## src/rtl/cdb_arbiter.sv

```systemverilog
`default_nettype none
// ============================================================================
//  Module   : cdb_arbiter
//  Brief    : Completion-bus arbiter. Each functional unit owns a one-entry
//             holding register. Every cycle up to N_CDB occupied holds are
//             granted in round-robin order and broadcast on registered CDB
//             slots. A branch squash flushes all in-flight results.
//  Revision : 1.0  initial release
// ============================================================================
module cdb_arbiter #(
  parameter int N_FU     = 4,
  parameter int N_CDB    = 2,
  parameter int CDB_BITS = 6,
  parameter int XLEN     = 32,
  localparam int SRC_W   = (N_FU > 1) ? $clog2(N_FU) : 1
) (
  input  logic                               i_clock,
  input  logic                               i_reset,
  input  logic [N_FU-1:0]                    i_fu_valid,
  input  logic [N_FU-1:0][CDB_BITS-1:0]      i_fu_tag,
  input  logic [N_FU-1:0][XLEN-1:0]          i_fu_data,
  output logic [N_FU-1:0]                    o_fu_ready,
  input  logic                               i_branch_haz,
  output logic [N_CDB-1:0]                   o_cdb_valid,
  output logic [N_CDB-1:0][CDB_BITS-1:0]     o_cdb_tag,
  output logic [N_CDB-1:0][XLEN-1:0]         o_cdb_data,
  output logic [N_CDB-1:0][SRC_W-1:0]        o_cdb_src
);

  localparam int CNT_W = (N_CDB > 1) ? $clog2(N_CDB) : 1;

  // Holding registers, one per functional unit
  logic [N_FU-1:0]                r_hold_v;
  logic [N_FU-1:0][CDB_BITS-1:0]  r_hold_tag;
  logic [N_FU-1:0][XLEN-1:0]      r_hold_data;

  // Round-robin start index for the grant scan
  logic [SRC_W-1:0]               r_rr_ptr;

  // Registered CDB slots
  logic [N_CDB-1:0]               r_cdb_valid;
  logic [N_CDB-1:0][CDB_BITS-1:0] r_cdb_tag;
  logic [N_CDB-1:0][XLEN-1:0]     r_cdb_data;
  logic [N_CDB-1:0][SRC_W-1:0]    r_cdb_src;

  // Grant results
  logic [N_FU-1:0]                w_grant;
  logic [N_CDB-1:0]               w_slot_v;
  logic [N_CDB-1:0][SRC_W-1:0]    w_slot_fu;
  logic [SRC_W-1:0]               w_last;
  logic [SRC_W-1:0]               w_rr_next;
  logic [N_FU-1:0]                w_accept;
  logic                           w_flush;

  // Round-robin scan over the holds: the k-th occupied hold found starting
  // at r_rr_ptr is placed on slot k, until all slots are used.
  always_comb begin
    int               cnt;
    int               idx;
    logic [SRC_W-1:0] idx_w;
    w_grant   = '0;
    w_slot_v  = '0;
    w_slot_fu = '0;
    w_last    = '0;
    cnt       = 0;
    idx       = 0;
    idx_w     = '0;
    for (int k = 0; k < N_FU; k++) begin
      idx = int'(r_rr_ptr) + k;
      if (idx >= N_FU) begin
        idx = idx - N_FU;
      end
      idx_w = SRC_W'(idx);
      if (r_hold_v[idx_w] && (cnt < N_CDB)) begin
        w_grant[idx_w]            = 1'b1;
        w_slot_v[CNT_W'(cnt)]     = 1'b1;
        w_slot_fu[CNT_W'(cnt)]    = idx_w;
        w_last                    = idx_w;
        cnt                       = cnt + 1;
      end
    end
  end

  // Pointer advances past the last granted unit, wrapping at N_FU so that
  // non-power-of-two unit counts never produce an out-of-range index.
  assign w_rr_next = (w_last == SRC_W'(N_FU - 1)) ? '0 : (w_last + SRC_W'(1));

  // A unit can hand over a result when its hold is empty or being drained.
  // Deliberately independent of i_fu_valid to avoid a combinational loop.
  assign w_flush    = i_reset | i_branch_haz;
  assign o_fu_ready = {N_FU{~w_flush}} & (~r_hold_v | w_grant);
  assign w_accept   = i_fu_valid & o_fu_ready;

  // Hold update: flush, load (tag 0 is consumed and dropped), drain on grant
  always_ff @(posedge i_clock or posedge i_reset) begin
    if (i_reset) begin
      r_hold_v    <= '0;
      r_hold_tag  <= '0;
      r_hold_data <= '0;
    end else begin
      for (int i = 0; i < N_FU; i++) begin
        if (i_branch_haz) begin
          r_hold_v[i] <= 1'b0;
        end else if (w_accept[i]) begin
          r_hold_v[i] <= (i_fu_tag[i] != '0);
          if (i_fu_tag[i] != '0) begin
            r_hold_tag[i]  <= i_fu_tag[i];
            r_hold_data[i] <= i_fu_data[i];
          end
        end else if (w_grant[i]) begin
          r_hold_v[i] <= 1'b0;
        end
      end
    end
  end

  // CDB slot registers: broadcast the granted holds, zero unused slots
  always_ff @(posedge i_clock or posedge i_reset) begin
    if (i_reset) begin
      r_cdb_valid <= '0;
      r_cdb_tag   <= '0;
      r_cdb_data  <= '0;
      r_cdb_src   <= '0;
    end else begin
      for (int k = 0; k < N_CDB; k++) begin
        if (i_branch_haz || !w_slot_v[k]) begin
          r_cdb_valid[k] <= 1'b0;
          r_cdb_tag[k]   <= '0;
          r_cdb_data[k]  <= '0;
          r_cdb_src[k]   <= '0;
        end else begin
          r_cdb_valid[k] <= 1'b1;
          r_cdb_tag[k]   <= r_hold_tag[w_slot_fu[k]];
          r_cdb_data[k]  <= r_hold_data[w_slot_fu[k]];
          r_cdb_src[k]   <= w_slot_fu[k];
        end
      end
    end
  end

  // Round-robin pointer moves only when something was granted and not squashed
  always_ff @(posedge i_clock or posedge i_reset) begin
    if (i_reset) begin
      r_rr_ptr <= '0;
    end else if (!i_branch_haz && (|w_grant)) begin
      r_rr_ptr <= w_rr_next;
    end
  end

  assign o_cdb_valid = r_cdb_valid;
  assign o_cdb_tag   = r_cdb_tag;
  assign o_cdb_data  = r_cdb_data;
  assign o_cdb_src   = r_cdb_src;

endmodule
`default_nettype wire

```

## config.mk

```make
export PLATFORM = sky130hd
export DESIGN_NAME = cdb_arbiter
export DESIGN_NICKNAME = d
export VERILOG_FILES = /design/src/rtl/cdb_arbiter.sv
export SDC_FILE = /design/constraint.sdc
export NUM_CORES = 1
export LEC_CHECK = 0
export CAP_MARGIN = 30
export CORE_MARGIN = 2
export CORE_UTILIZATION = 46
export CTS_BUF_LIST = sky130_fd_sc_hd__clkbuf_8
export DETAILED_ROUTE_END_ITERATION = 8
export PLACE_DENSITY = 0.79
export SLEW_MARGIN = 30
export SYNTH_ARGS = -nofsm -noshare
export SYNTH_HDL_FRONTEND = slang
export SYNTH_SLANG_ARGS = --single-unit
```

## constraint.sdc

```tcl
create_clock -name i_clock -period 6.3 [get_ports i_clock]
set_clock_uncertainty 0.15 [all_clocks]
set_input_delay 1.26 -clock i_clock [delete_from_list [all_inputs] [get_ports i_clock]]
set_output_delay 1.26 -clock i_clock [all_outputs]
set_load 0.005 [all_outputs]
```

======== Word-level counts from Yosys, hierarchy flattened ========
Cells that the tools add are included.
storage, ports and cells
  register bits ........................... 240
  input bits .............................. 159
  output and inout bits ................... 86
cells by class
  add/subtract/negate cells ............... 10
  $lt $le $gt $ge ......................... 23
  equal/unequal tests ..................... 1
  multiplexer cells ....................... 82
  bitwise logic cells ..................... 13
  reductions and logical operators ........ 29
operators by type and width
  cell                   number
  $mux 32                6
  $bmux 32 s2            2
  $lt 32x3->1 const B    3
  $add 32x2->32 const B  2
  $mux 2                 17
  $mux 4                 7
  $mux 1                 27
  $bmux 6 s2             2
  $mux 6                 4
  $reduce_bool 6->1      4
  $lt 2x3->1 const B     6
  $or 4x4->4             4
  $bwmux 4               3
  $reduce_and 3->1       4
  $reduce_bool 3->1      4
  $logic_and 1x1->1      11
  $ge 3x3->1 const B     3
  $lt 1x3->1 const B     3
  $and 4x4->4            2
  $bmux 1 s2             4
  $demux 1 s2            4
  $ge 2x1->1 const B     4
  $sub 2x1->2 const B    4
  $add 2x2->3 const B    2
  15 further kinds       26

======== Longest topological paths before layout ========
Gate-level depths: netlist (run 1).
  word-level depth ........................ 20
  mapped depth ............................ 18
  gate-level depth less buffers ........... 11

======== Worst setup path after synthesis (run 1) ========
No wires, ideal clock.
  kind .................................... register to output
  start ................................... register r_rr_ptr[0]
  end ..................................... output port o_fu_ready[0]
  arrival ................................. 3.484 ns
  required time ........................... 4.890 ns
  slack ................................... 1.406 ns
  cell stages (with the launch flop) ...... 16
  path buffers ............................ 5
  cells stage by stage .................... dfrtp_1 buf_6 clkbuf_1 inv_1 ha_1 clkbuf_1 mux4_2 clkbuf_1 inv_1 ha_1 nand2b_1 a21oi_1 o21a_1 buf_6 a211o_1 and2_1
between the ends
  cells in the longest elaborated chain, start to end .. 16
ends and longest elaborated chain
  element                                           RTL line  source
  from (decl)                                       38        logic [SRC_W-1:0] r_rr_ptr;
  from (signal assigned)                            146       r_rr_ptr <= w_rr_next;
  $ge 2x3->1 / $sub 2x1->2 (equally long branches)  70, 71
  $mux 2                                            70        if (idx >= N_FU) begin
  $bmux 1 s2                                        74        if (r_hold_v[idx_w] && (cnt < N_CDB)) begin
  $mux 1 (not written as such)                      74
  $mux 1                                            74
  $lt 32x3->1                                       74
  $logic_and 1x1->1                                 74
  $mux 32                                           74
  $lt 32x3->1                                       74
  $logic_and 1x1->1                                 74
  $mux 32                                           74
  $lt 32x3->1                                       74
  $logic_and 1x1->1                                 74
  $mux 4 *                                          74
  $or 4x4->4 *                                      91        assign o_fu_ready = {N_FU{~w_flush}} & (~r_hold_v | w_grant);
  $and 4x4->4 *                                     91
  to (decl)                                         22        output logic [N_FU-1:0] o_fu_ready,
Mark *: on every way between the ends. The rest lies on a longest branch, timed or not. The select of a mux whose other input is x is not followed.

======== Worst setup path in the final report (run 1) ========
  start ................................... register r_rr_ptr[1]
  end ..................................... output port o_fu_ready[1]
The elaborated chain is that of the path after synthesis.

==> flow_metrics.tcl, run 1 <==
set metrics [dict create \
    status "completed" \
    die_area_um2 22290 \
    start_util_pct 46.48 \
    crit_type "reg -> out" \
    cts_resized 0 \
    hold_path_class "reg -> reg" \
    fin_crit_ns 5.736 \
    fp.dieW_um 149.3 \
    ys_seq_area_share_pct 51.29 \
    port_buffers 203 \
    initialDrtViolationCount 355 \
    grt_pass1_vias 6434 \
    critPathMaxFanout 14 \
    avgRoutedWirePerCell_um 19.73 \
    fmax_ghz 0.1743 \
    maxCapViolations 0 \
    netlist.area_leader.share_pct 51.29 \
    cts_tree "done" \
    synth_seq_cells 199 \
    drc_errors 0 \
    clk_latency_ns 0.46 \
    netlist_area_um2 9709 \
    finalHoldViolCount 0 \
    power.density_nw_per_um2 362.0 \
    finish.net_count 1035 \
    ant_nets 0 \
    ir_drop_mv 0.3477 \
    place_inst 1121 \
    cp-end-kind "output port" \
    setup_viol 0 \
    tns_ns 0 \
    synth_warnings 0 \
    critPathSlowestCell "dfrtp_1" \
    clkTransAtPathRegs_ns 0.10 \
    r2r-start "r_rr_ptr[1]$_DFFE_PP0P_" \
    synthesis.area_per_instance_um2 14.34 \
    startpoint "r_rr_ptr[1]$_DFFE_PP0P_" \
    syn2layout_area_growth_pct 25.40 \
    drive_gt1_share_pct 23.23 \
    cts_setup_buffers 0 \
    antenna_found_initial 1 \
    vias_per_cell 5.199 \
    critPathLaunchType "register" \
    fin_crit_sh_pct 91.05 \
    cts_sinks 199 \
    grt_pass1_wl_mm 35.29 \
    cts_root_buffer "clkbuf_8" \
    num_rows 53 \
    grt_max_degree 111 \
    worst_slack_ns 0.5642 \
    worst_pin_slew_ns 0.8571 \
    htreeDepth 4 \
    path_cells "inv_1 -> ha_1 -> mux4_2 -> inv_1 -> ha_1 -> nand2b_1 -> a21oi_1 -> o21a_1 -> a211o_1 -> and2_1 -> clkdlybuf4s50_1" \
    place_congestion 0.8285 \
    whs_ns 0.3599 \
    track_usage_pct 20.73 \
    clockBufferDepth 2 \
    slowest_delay_ns 0.63 \
    grt_setup_unrepaired "no" \
    die_y_um 149.3 \
    arrival_ns 4.33 \
    power_leakage_nw 5.310 \
    required_ns 4.89 \
    maxSlewViolCount 0 \
    drtPass1Iterations 4 \
    cts_buffers 17 \
    routed_wirelength_mm 22.75 \
    synthCells 677 \
    finalNonFillerCells 1153 \
    dr_total_vias 5994 \
    io_pins 245 \
    core_um2 20890 \
    synth_top_cell_by_area "dfrtp_1" \
    hold_buffers 0 \
    hold_path.startpoint "r_hold_tag[8]$_DFFE_PP0P_" \
    yosysUniqueCellTypes 46 \
    max_slew_margin_pct 42.86 \
    dpl.hpwl_mm 15.14 \
    netlist_top_cells_area "dfrtp_1 51%, mux2_4 19%, mux2i_1 8.5%" \
    dp_slack_ns 1.101 \
    gr-total-overflow 0 \
    num_antenna_cells 0 \
]
## sequential cells by signal (all words and copies together), names as in the netlist
name / flops
r_hold_tag: 24
o_cdb_src: 2
r_hold_v: 4
o_cdb_valid: 1
r_hold_data: 128
o_cdb_data: 32
o_cdb_tag: 6
r_rr_ptr: 2
## power by group
group	leakage [nW]	internal [W]	switching [W]	total [W]
clock	0.205	0.000354	0.000487	0.000841
combinational	2.66	0.00100	0.000769	0.00177
sequential	2.44	0.00161	0.000188	0.00180
total	5.31	0.00296	0.00144	0.00441
## cell type report
type                    count  area [um^2]
flip-flops and latches    199         4980
inverters                  13        52.55
fillers                  1694         8713
multi-input cells         423         4233
clock buffers              19        261.5
clock inverters            13        155.1
well taps                 275        344.1
repair buffers            211         2150
## cell families after synthesis
group                    count (synthesis)  share of synthesized area [%]
adder cells (fa/ha/maj)                 11                          1.418
buffers and inverters                   95                          6.894
multiplexers                           237                          31.53
XOR/XNOR                                 1                        0.09022
AND/OR/NAND/NOR                         52                          2.977
flip-flops                             199                          51.29
other                                    1                        0.03862
AO/OA/AOI/OAI                           81                          5.760
## layout by cell type (no fill, tap or decap), types with 4 or more instances in the layout
cell             instances
ha_1                    11
buf_4                    4
mux4_2                   4
a21oi_1                  8
mux2i_1                 81
mux2_2                  31
nor2_1                   9
o22ai_1                 38
a22oi_1                  4
conb_1                  41
mux2_4                 120
o21ai_0                  5
nor4_1                   6
nand3_1                  7
clkdlybuf4s50_1        203
inv_1                   12
a211o_1                  4
nand2_1                 10
a32o_1                   4
nand4_1                  4
clkbuf_8                19
dfrtp_1                199
and4_4                   4
and2_1                   6
## path summary, 6_finish.rpt
kind	end	slack, ns	cells after the start
min reg2reg	r_hold_tag[8]$_DFFE_PP0P_	0.36	1
min	r_hold_tag[8]$_DFFE_PP0P_	0.36	1
max in group asynchronous	o_cdb_data[7]$_DFF_PP0_	3.93	4
max	o_fu_ready[1]	0.56	11
min in group asynchronous	o_cdb_valid[0]$_DFF_PP0_	1.16	3
max reg2reg	o_cdb_data[8]$_DFF_PP0_	1.55	12
## cells in the mapped netlist (all sizes together)
library cell,number
dfrtp,199
mux2,151
mux2i,82
buf,70
o22ai,38
inv,13
clkbuf,12
ha,11
nand2,10
nor2,9
a21oi,8
nand3,7
and2,6
nor4,6
o21ai,6
and4,5
a211o,4
a22oi,4
a32o,4
mux4,4
nand4,4
nor3,2
o211ai,2
o21a,2
o22a,2
a2111o,1
a211oi,1
a21o,1
a221o,1
a22o,1
a31oi,1
and3,1
conb,1
nand2b,1
nor2b,1
o221ai,1
o2bb2ai,1
o31a,1
o32ai,1
o41ai,1
xor2,1
## routing by layer
| metal | vias up | global-route usage, % | share of wire (%) |
|---|---|---|---|
| li1 | 2765 | - | - |
| met1 | 3027 | 26.55 | 43 |
| met2 | 190 | 34.10 | 48 |
| met3 | 12 | 7.278 | 7.5 |
| met4 | 0 | 4.524 | 0.91 |
| met5 | - | 0 | 0 |
## critical path: cells and delay by family (launching register included)
family / cells / cell delay (ns)
buffers and inverters: 3 / 0.83
adder cells (fa/ha/maj): 2 / 0.82
AO/OA/AOI/OAI: 3 / 0.75
flip-flops: 1 / 0.63
multiplexers: 1 / 0.50
AND/OR/NAND/NOR: 2 / 0.34
## stage by stage
stage          total power [W]  utilization (%)  cell area [um^2]
5_1_grt               0.004656            58.29             12180
4_1_cts               0.004451            58.29             12180
3_3_place_gp          0.003566            56.12             11720
6_report              0.004408            58.29             12180
2_1_floorplan         0.003011                -              9863
3_5_place_dp          0.003598            56.29             11760
(Power assumes the default switching activity.)
==> run 2: changes to the inputs <==
Settings changed: CORE_MARGIN 2 to not set.
==> run 2 against run 1 <==
Effect of this change:
- die area fell by 2.7%
- non-clock buffer count down 2
- clock power fell by 4.4%
- worst setup slack got worse by 0.036 ns
- via count grew 0.83%
- sequential cell count is the same
- utilization up 0.79 points
- final area is 0.55% lower
- final cell count down 0.61%
- global-route usage up 1.1 points
- register-to-register slack improved by 0.04 ns
- sequential power barely moved
- largest cell class unchanged
==> flow_metrics.tcl, run 2 (synthesized netlist as in run 1, its figures left out) <==
set metrics [dict create \
    startpoint "r_rr_ptr[1]$_DFFE_PP0P_" \
    finish.net_count 1033 \
    io_pins 245 \
    multiInputGateArea_um2 4233 \
    grt_pass1_wl_mm 36.16 \
    dr_total_vias 6044 \
    arrival_ns 4.36 \
    avgRoutedWirePerCell_um 19.82 \
    routed_wirelength_mm 22.71 \
    largest_reg_flops 128 \
    die_area_um2 21690 \
    p_int_w 0.002892 \
    required_ns 4.89 \
    clk_latency_ns 0.47 \
    clkTransAtPathRegs_ns 0.10 \
    cp-end-kind "output port" \
    grt_setup_unrepaired "no" \
    maxSlewViolCount 0 \
    power.density_nw_per_um2 359.2 \
    cts_root_buffer "clkbuf_8" \
    worst-path-buf-inv 3 \
    r2r-start "r_rr_ptr[1]$_DFFE_PP0P_" \
    p_switching_w 0.001458 \
    status "completed" \
    initialDrtViolationCount 380 \
    track_usage_pct 21.84 \
    hold_path_class "reg -> reg" \
    fp.dieW_um 147.3 \
    fin_crit_ns 5.772 \
    clockBufferDepth 2 \
    fmax_ghz 0.1732 \
    drive_gt1_share_pct 23.06 \
    dpl.hpwl_mm 15.03 \
    switching_share_pct 33.51 \
    num_antenna_cells 0 \
    critPathMaxFanout 14 \
    cts_buffers 17 \
    htreeDepth 4 \
    tns_ns 0 \
    cts_resized 0 \
    power_frac_seq_pct 41.2 \
    max_slew_margin_pct 43.41 \
    critPathSlowestCell "dfrtp_1" \
    regMostFlops "r_hold_data" \
    ant_nets 0 \
    drc_errors 0 \
    maxCapViolations 0 \
    gr-total-overflow 0 \
    place_congestion 0.8839 \
    whs_ns 0.3695 \
    antenna_found_initial 0 \
    p_total_w 0.004350 \
    seqCellArea_um2 4980 \
    num_rows 52 \
    grt_max_degree 107 \
    core_um2 20490 \
    fin_crit_sh_pct 91.62 \
    setup_viol 0 \
    cts_tree "done" \
    path_cells "inv_1 -> ha_1 -> mux4_2 -> inv_1 -> ha_1 -> nand2b_1 -> a21oi_1 -> o21a_1 -> a211o_1 -> and2_1 -> clkdlybuf4s50_1" \
    drtPass1Iterations 4 \
    layout_commonest_cell "clkdlybuf4s50_1" \
    place_area_um2 11720 \
    finalHoldViolCount 0 \
    ir_drop_mv 0.3223 \
    grt_pass1_vias 6509 \
    power_leakage_nw 5.280 \
    fill_cells 1638 \
    clkPwrFrac_pct 18.5 \
    syn2layout_area_growth_pct 24.70 \
    start_util_pct 47.37 \
    cts_setup_buffers 0 \
    hold_path.startpoint "r_hold_data[101]$_DFFE_PP0P_" \
    cts_sinks 199 \
    crit_family "adder cells" \
    slowest_delay_ns 0.63 \
    critPathLaunchType "register" \
    port_buffers 203 \
    combPwrFrac_pct 40.3 \
    vias_per_cell 5.274 \
    final_cell_mix "203 x clkdlybuf4s50_1, 199 x dfrtp_1, 120 x mux2_4" \
    worst_pin_slew_ns 0.8488 \
    hold_buffers 0 \
    die_y_um 147.3 \
    fin_area_um2 12110 \
    crit_type "reg -> out" \
]
[run 2: power by group through the flow]
stage | Sequential, W | Combinational, W | Clock [W]
floorplan | 0.00177 | 0.00124 | 0
global placement | 0.00180 | 0.00172 | 0
detailed placement | 0.00181 | 0.00176 | 0
CTS | 0.00179 | 0.00177 | 0.000824
global route | 0.00183 | 0.00189 | 0.000884
finish | 0.00179 | 0.00175 | 0.000804
[run 2: worst paths after layout]
| kind | end | slack [ns] | depth (start not counted) |
|---|---|---|---|
| worst min-delay path | r_hold_data[101]$_DFFE_PP0P_ | 0.37 | 1 |
| worst min register to register | r_hold_data[101]$_DFFE_PP0P_ | 0.37 | 1 |
| max in group asynchronous | r_hold_data[7]$_DFFE_PP0P_ | 3.62 | 3 |
| min in group asynchronous | r_hold_tag[9]$_DFFE_PP0P_ | 1.16 | 2 |
| worst max register to register | r_hold_data[122]$_DFFE_PP0P_ | 1.59 | 11 |
| worst max-delay path | o_fu_ready[2] | 0.53 | 11 |
[run 2: metal layers]
| layer | up-vias | routed length, um | GRT usage, % |
|---|---|---|---|
| li1 | 2755 | - | - |
| met3 | 21 | 1876 | 8.075 |
| met1 | 3045 | 9910 | 28.58 |
| met4 | 0 | 262 | 5.206 |
| met2 | 223 | 10660 | 34.39 |
| met5 | - | 0 | 0 |
[run 2: area by class of cell]
| class | count | area share, % |
|---|---|---|
| Clock inverter | 15 | 1.292 |
| Tap cell | 270 | 2.790 |
| Multi-Input combinational cell | 423 | 34.96 |
| Sequential cell | 199 | 41.13 |
| Inverter | 13 | 0.4340 |
| Clock buffer | 17 | 1.932 |
| Timing Repair Buffer | 209 | 17.46 |
[run 2: per-stage QoR]
stage          util (%)  worst slack [ns]  instances
2_1_floorplan         -             1.406        717
3_3_place_gp      57.04             1.169       1113
3_5_place_dp      57.17             1.057       1114
4_1_cts           59.08            0.5208       1146
5_1_grt           59.08            0.2663       1146
6_report          59.08            0.5278       1146
==> run 3: changes to the inputs <==
Settings changed: CORE_ASPECT_RATIO set to 1.75.
==> run 3 against run 2 <==
Effect of this change:
- largest cell class unchanged
- utilization fell by 0.64 points
- combinational power rose by 2%
- worst hold slack got worse by 0.0089 ns
- wire length rose by 4.0%
- global-route usage rose by 0.63 points
- the run now ends with DRC left
- clock power rose by 1%
- highest routed layer unchanged
- register-to-register slack got worse by 0.12 ns
- critical path depth did not move
==> flow_metrics.tcl, run 3 (synthesized netlist as in run 1, its figures left out) <==
set metrics [dict create \
    status "finished, violations left" \
    failed_checks "DRC" \
    critPathLaunchType "register" \
    worst_slack_ns 0.5424 \
    grt_max_degree 102 \
    fp.dieW_um 111.8 \
    layout_commonest_cell "clkdlybuf4s50_1" \
    cp-end-kind "output port" \
    track_usage_pct 22.47 \
    fill_cells 1638 \
    cts_sinks 199 \
    drive_gt1_share_pct 22.69 \
    critPathMaxFanout 14 \
    worst_pin_slew_ns 0.8258 \
    worst-path-buf-inv 3 \
    dr_total_vias 6105 \
    clkTransAtPathRegs_ns 0.09 \
    start_util_pct 46.78 \
    max_slew_margin_pct 44.94 \
    slowest_delay_ns 0.63 \
    fin_crit_ns 5.758 \
    maxSlewViolCount 0 \
    power_leakage_nw 5.308 \
    routed_wirelength_mm 23.63 \
    crit_type "reg -> out" \
    drc_errors 20 \
    cts_root_buffer "clkbuf_8" \
    vias_per_cell 5.384 \
    regMostFlops "r_hold_data" \
    cts_tree "done" \
    cts_buffers 17 \
    cts_setup_buffers 0 \
    power.density_nw_per_um2 362.9 \
    ir_drop_mv 0.2485 \
    grt_pass1_vias 6488 \
    gr-total-overflow 0 \
    hold_buffers 0 \
    io_pins 245 \
    clk_latency_ns 0.47 \
    critPathSlowestCell "dfrtp_1" \
    largest_reg_flops 128 \
    port_buffers 203 \
    htreeDepth 4 \
    cts_resized 0 \
    num_rows 70 \
    ant_nets 0 \
    tns_ns 0 \
    die_area_um2 21720 \
    die_y_um 194.2 \
    grt_setup_unrepaired "no" \
    fin_crit_sh_pct 91.39 \
    dp_slack_ns 1.076 \
    syn2layout_area_growth_pct 24.94 \
    place_inst 1097 \
    final_cell_mix "203 x clkdlybuf4s50_1, 199 x dfrtp_1, 120 x mux2_4" \
    setup_viol 0 \
    drtPass1Iterations 9 \
    arrival_ns 4.35 \
    path_cells "inv_1 -> ha_1 -> mux4_2 -> inv_1 -> ha_1 -> nand2b_1 -> a21oi_1 -> o21a_1 -> a211o_1 -> and2_1 -> clkdlybuf4s50_1" \
    finish.net_count 1035 \
    clockBufferDepth 2 \
    dpl.hpwl_mm 16.20 \
    grt_pass1_wl_mm 36.36 \
    maxCapViolations 0 \
    initialDrtViolationCount 247 \
    place_congestion 0.9215 \
    finalHoldViolCount 0 \
    antenna_found_initial 5 \
    hold_path_class "reg -> reg" \
    core_um2 20760 \
    fmax_ghz 0.1737 \
    final_core_util_pct 58.44 \
    avgRoutedWirePerCell_um 20.83 \
    required_ns 4.89 \
    finalNonFillerCells 1134 \
    crit_family "adder cells" \
]
## run 3: changes by cell type in the layout (fill, tap and decap cells not counted), sizes merged
cell,before,now
buf,6,8
inv,19,16
clkbuf,17,21
bufinv,0,2
clkinv,5,1
diode,0,5
## run 3: stage by stage
step                area [um^2]  total power [W]  hold WS [ns]
detailed placement        11700         0.003611        0.3360
floorplan                  9863         0.003011        0.3151
global placement          11700         0.003575        0.3284
global route              12130         0.004640        0.3758
finish                    12130         0.004402        0.3606
CTS                       12100         0.004446        0.3603
## run 3: final cells by class
| type | count | area (um^2) | share of cell area, % |
|---|---|---|---|
| repair buffers | 211 | 2142 | 17.66 |
| flip-flops and latches | 199 | 4980 | 41.05 |
| well taps | 252 | 315.3 | 2.599 |
| clock inverters | 10 | 106.4 | 0.8767 |
| multi-input cells | 423 | 4233 | 34.89 |
| inverters | 13 | 52.55 | 0.4332 |
| clock buffers | 21 | 289.0 | 2.383 |
| diodes | 5 | 12.51 | 0.1031 |
## run 3: worst paths after layout
| check | slack [ns] | cells after the start | end | startpoint |
|---|---|---|---|---|
| hold / removal | 0.36 | 1 | r_hold_data[16]$_DFFE_PP0P_ | r_hold_data[16]$_DFFE_PP0P_ |
| setup reg to reg | 1.47 | 12 | o_cdb_tag[3]$_DFF_PP0_ | r_rr_ptr[1]$_DFFE_PP0P_ |
| hold reg to reg | 0.36 | 1 | r_hold_data[16]$_DFFE_PP0P_ | r_hold_data[16]$_DFFE_PP0P_ |
| max in group asynchronous | 3.77 | 4 | r_hold_data[93]$_DFFE_PP0P_ | i_reset |
| setup / recovery | 0.54 | 11 | o_fu_ready[1] | r_rr_ptr[1]$_DFFE_PP0P_ |
| min in group asynchronous | 1.00 | 2 | r_hold_data[118]$_DFFE_PP0P_ | i_reset |
## run 3: routing by layer
| layer | global-route usage, % | vias to the layer above | part of all wire (%) | wire, um |
|---|---|---|---|---|
| met5 | 0 | - | 0 | 0 |
| met4 | 14.96 | 0 | 4.5 | 1054 |
| met3 | 4.283 | 52 | 4.7 | 1116 |
| met2 | 39.80 | 228 | 55 | 12980 |
| met1 | 24.04 | 3079 | 36 | 8473 |
| li1 | - | 2746 | - | - |
## run 3: power by group
part	internal, W	leakage, nW	total [W]	switching [W]
registers	0.00161	2.44	0.00179	0.000185
clock network	0.000388	0.205	0.000816	0.000428
logic	0.00100	2.66	0.00179	0.000789
## run 3: worst register-to-register path, cell delays in order, from the launching register on
cell and delay (ns):
dfrtp_1 0.63, inv_1 0.21, ha_1 0.56, mux4_2 0.50, inv_1 0.10, ha_1 0.28
xor2_1 0.18, and4_1 0.22, o21ai_2 0.32, mux2i_4 0.65, buf_4 0.37, mux2i_1 0.42
o22ai_1 0.12
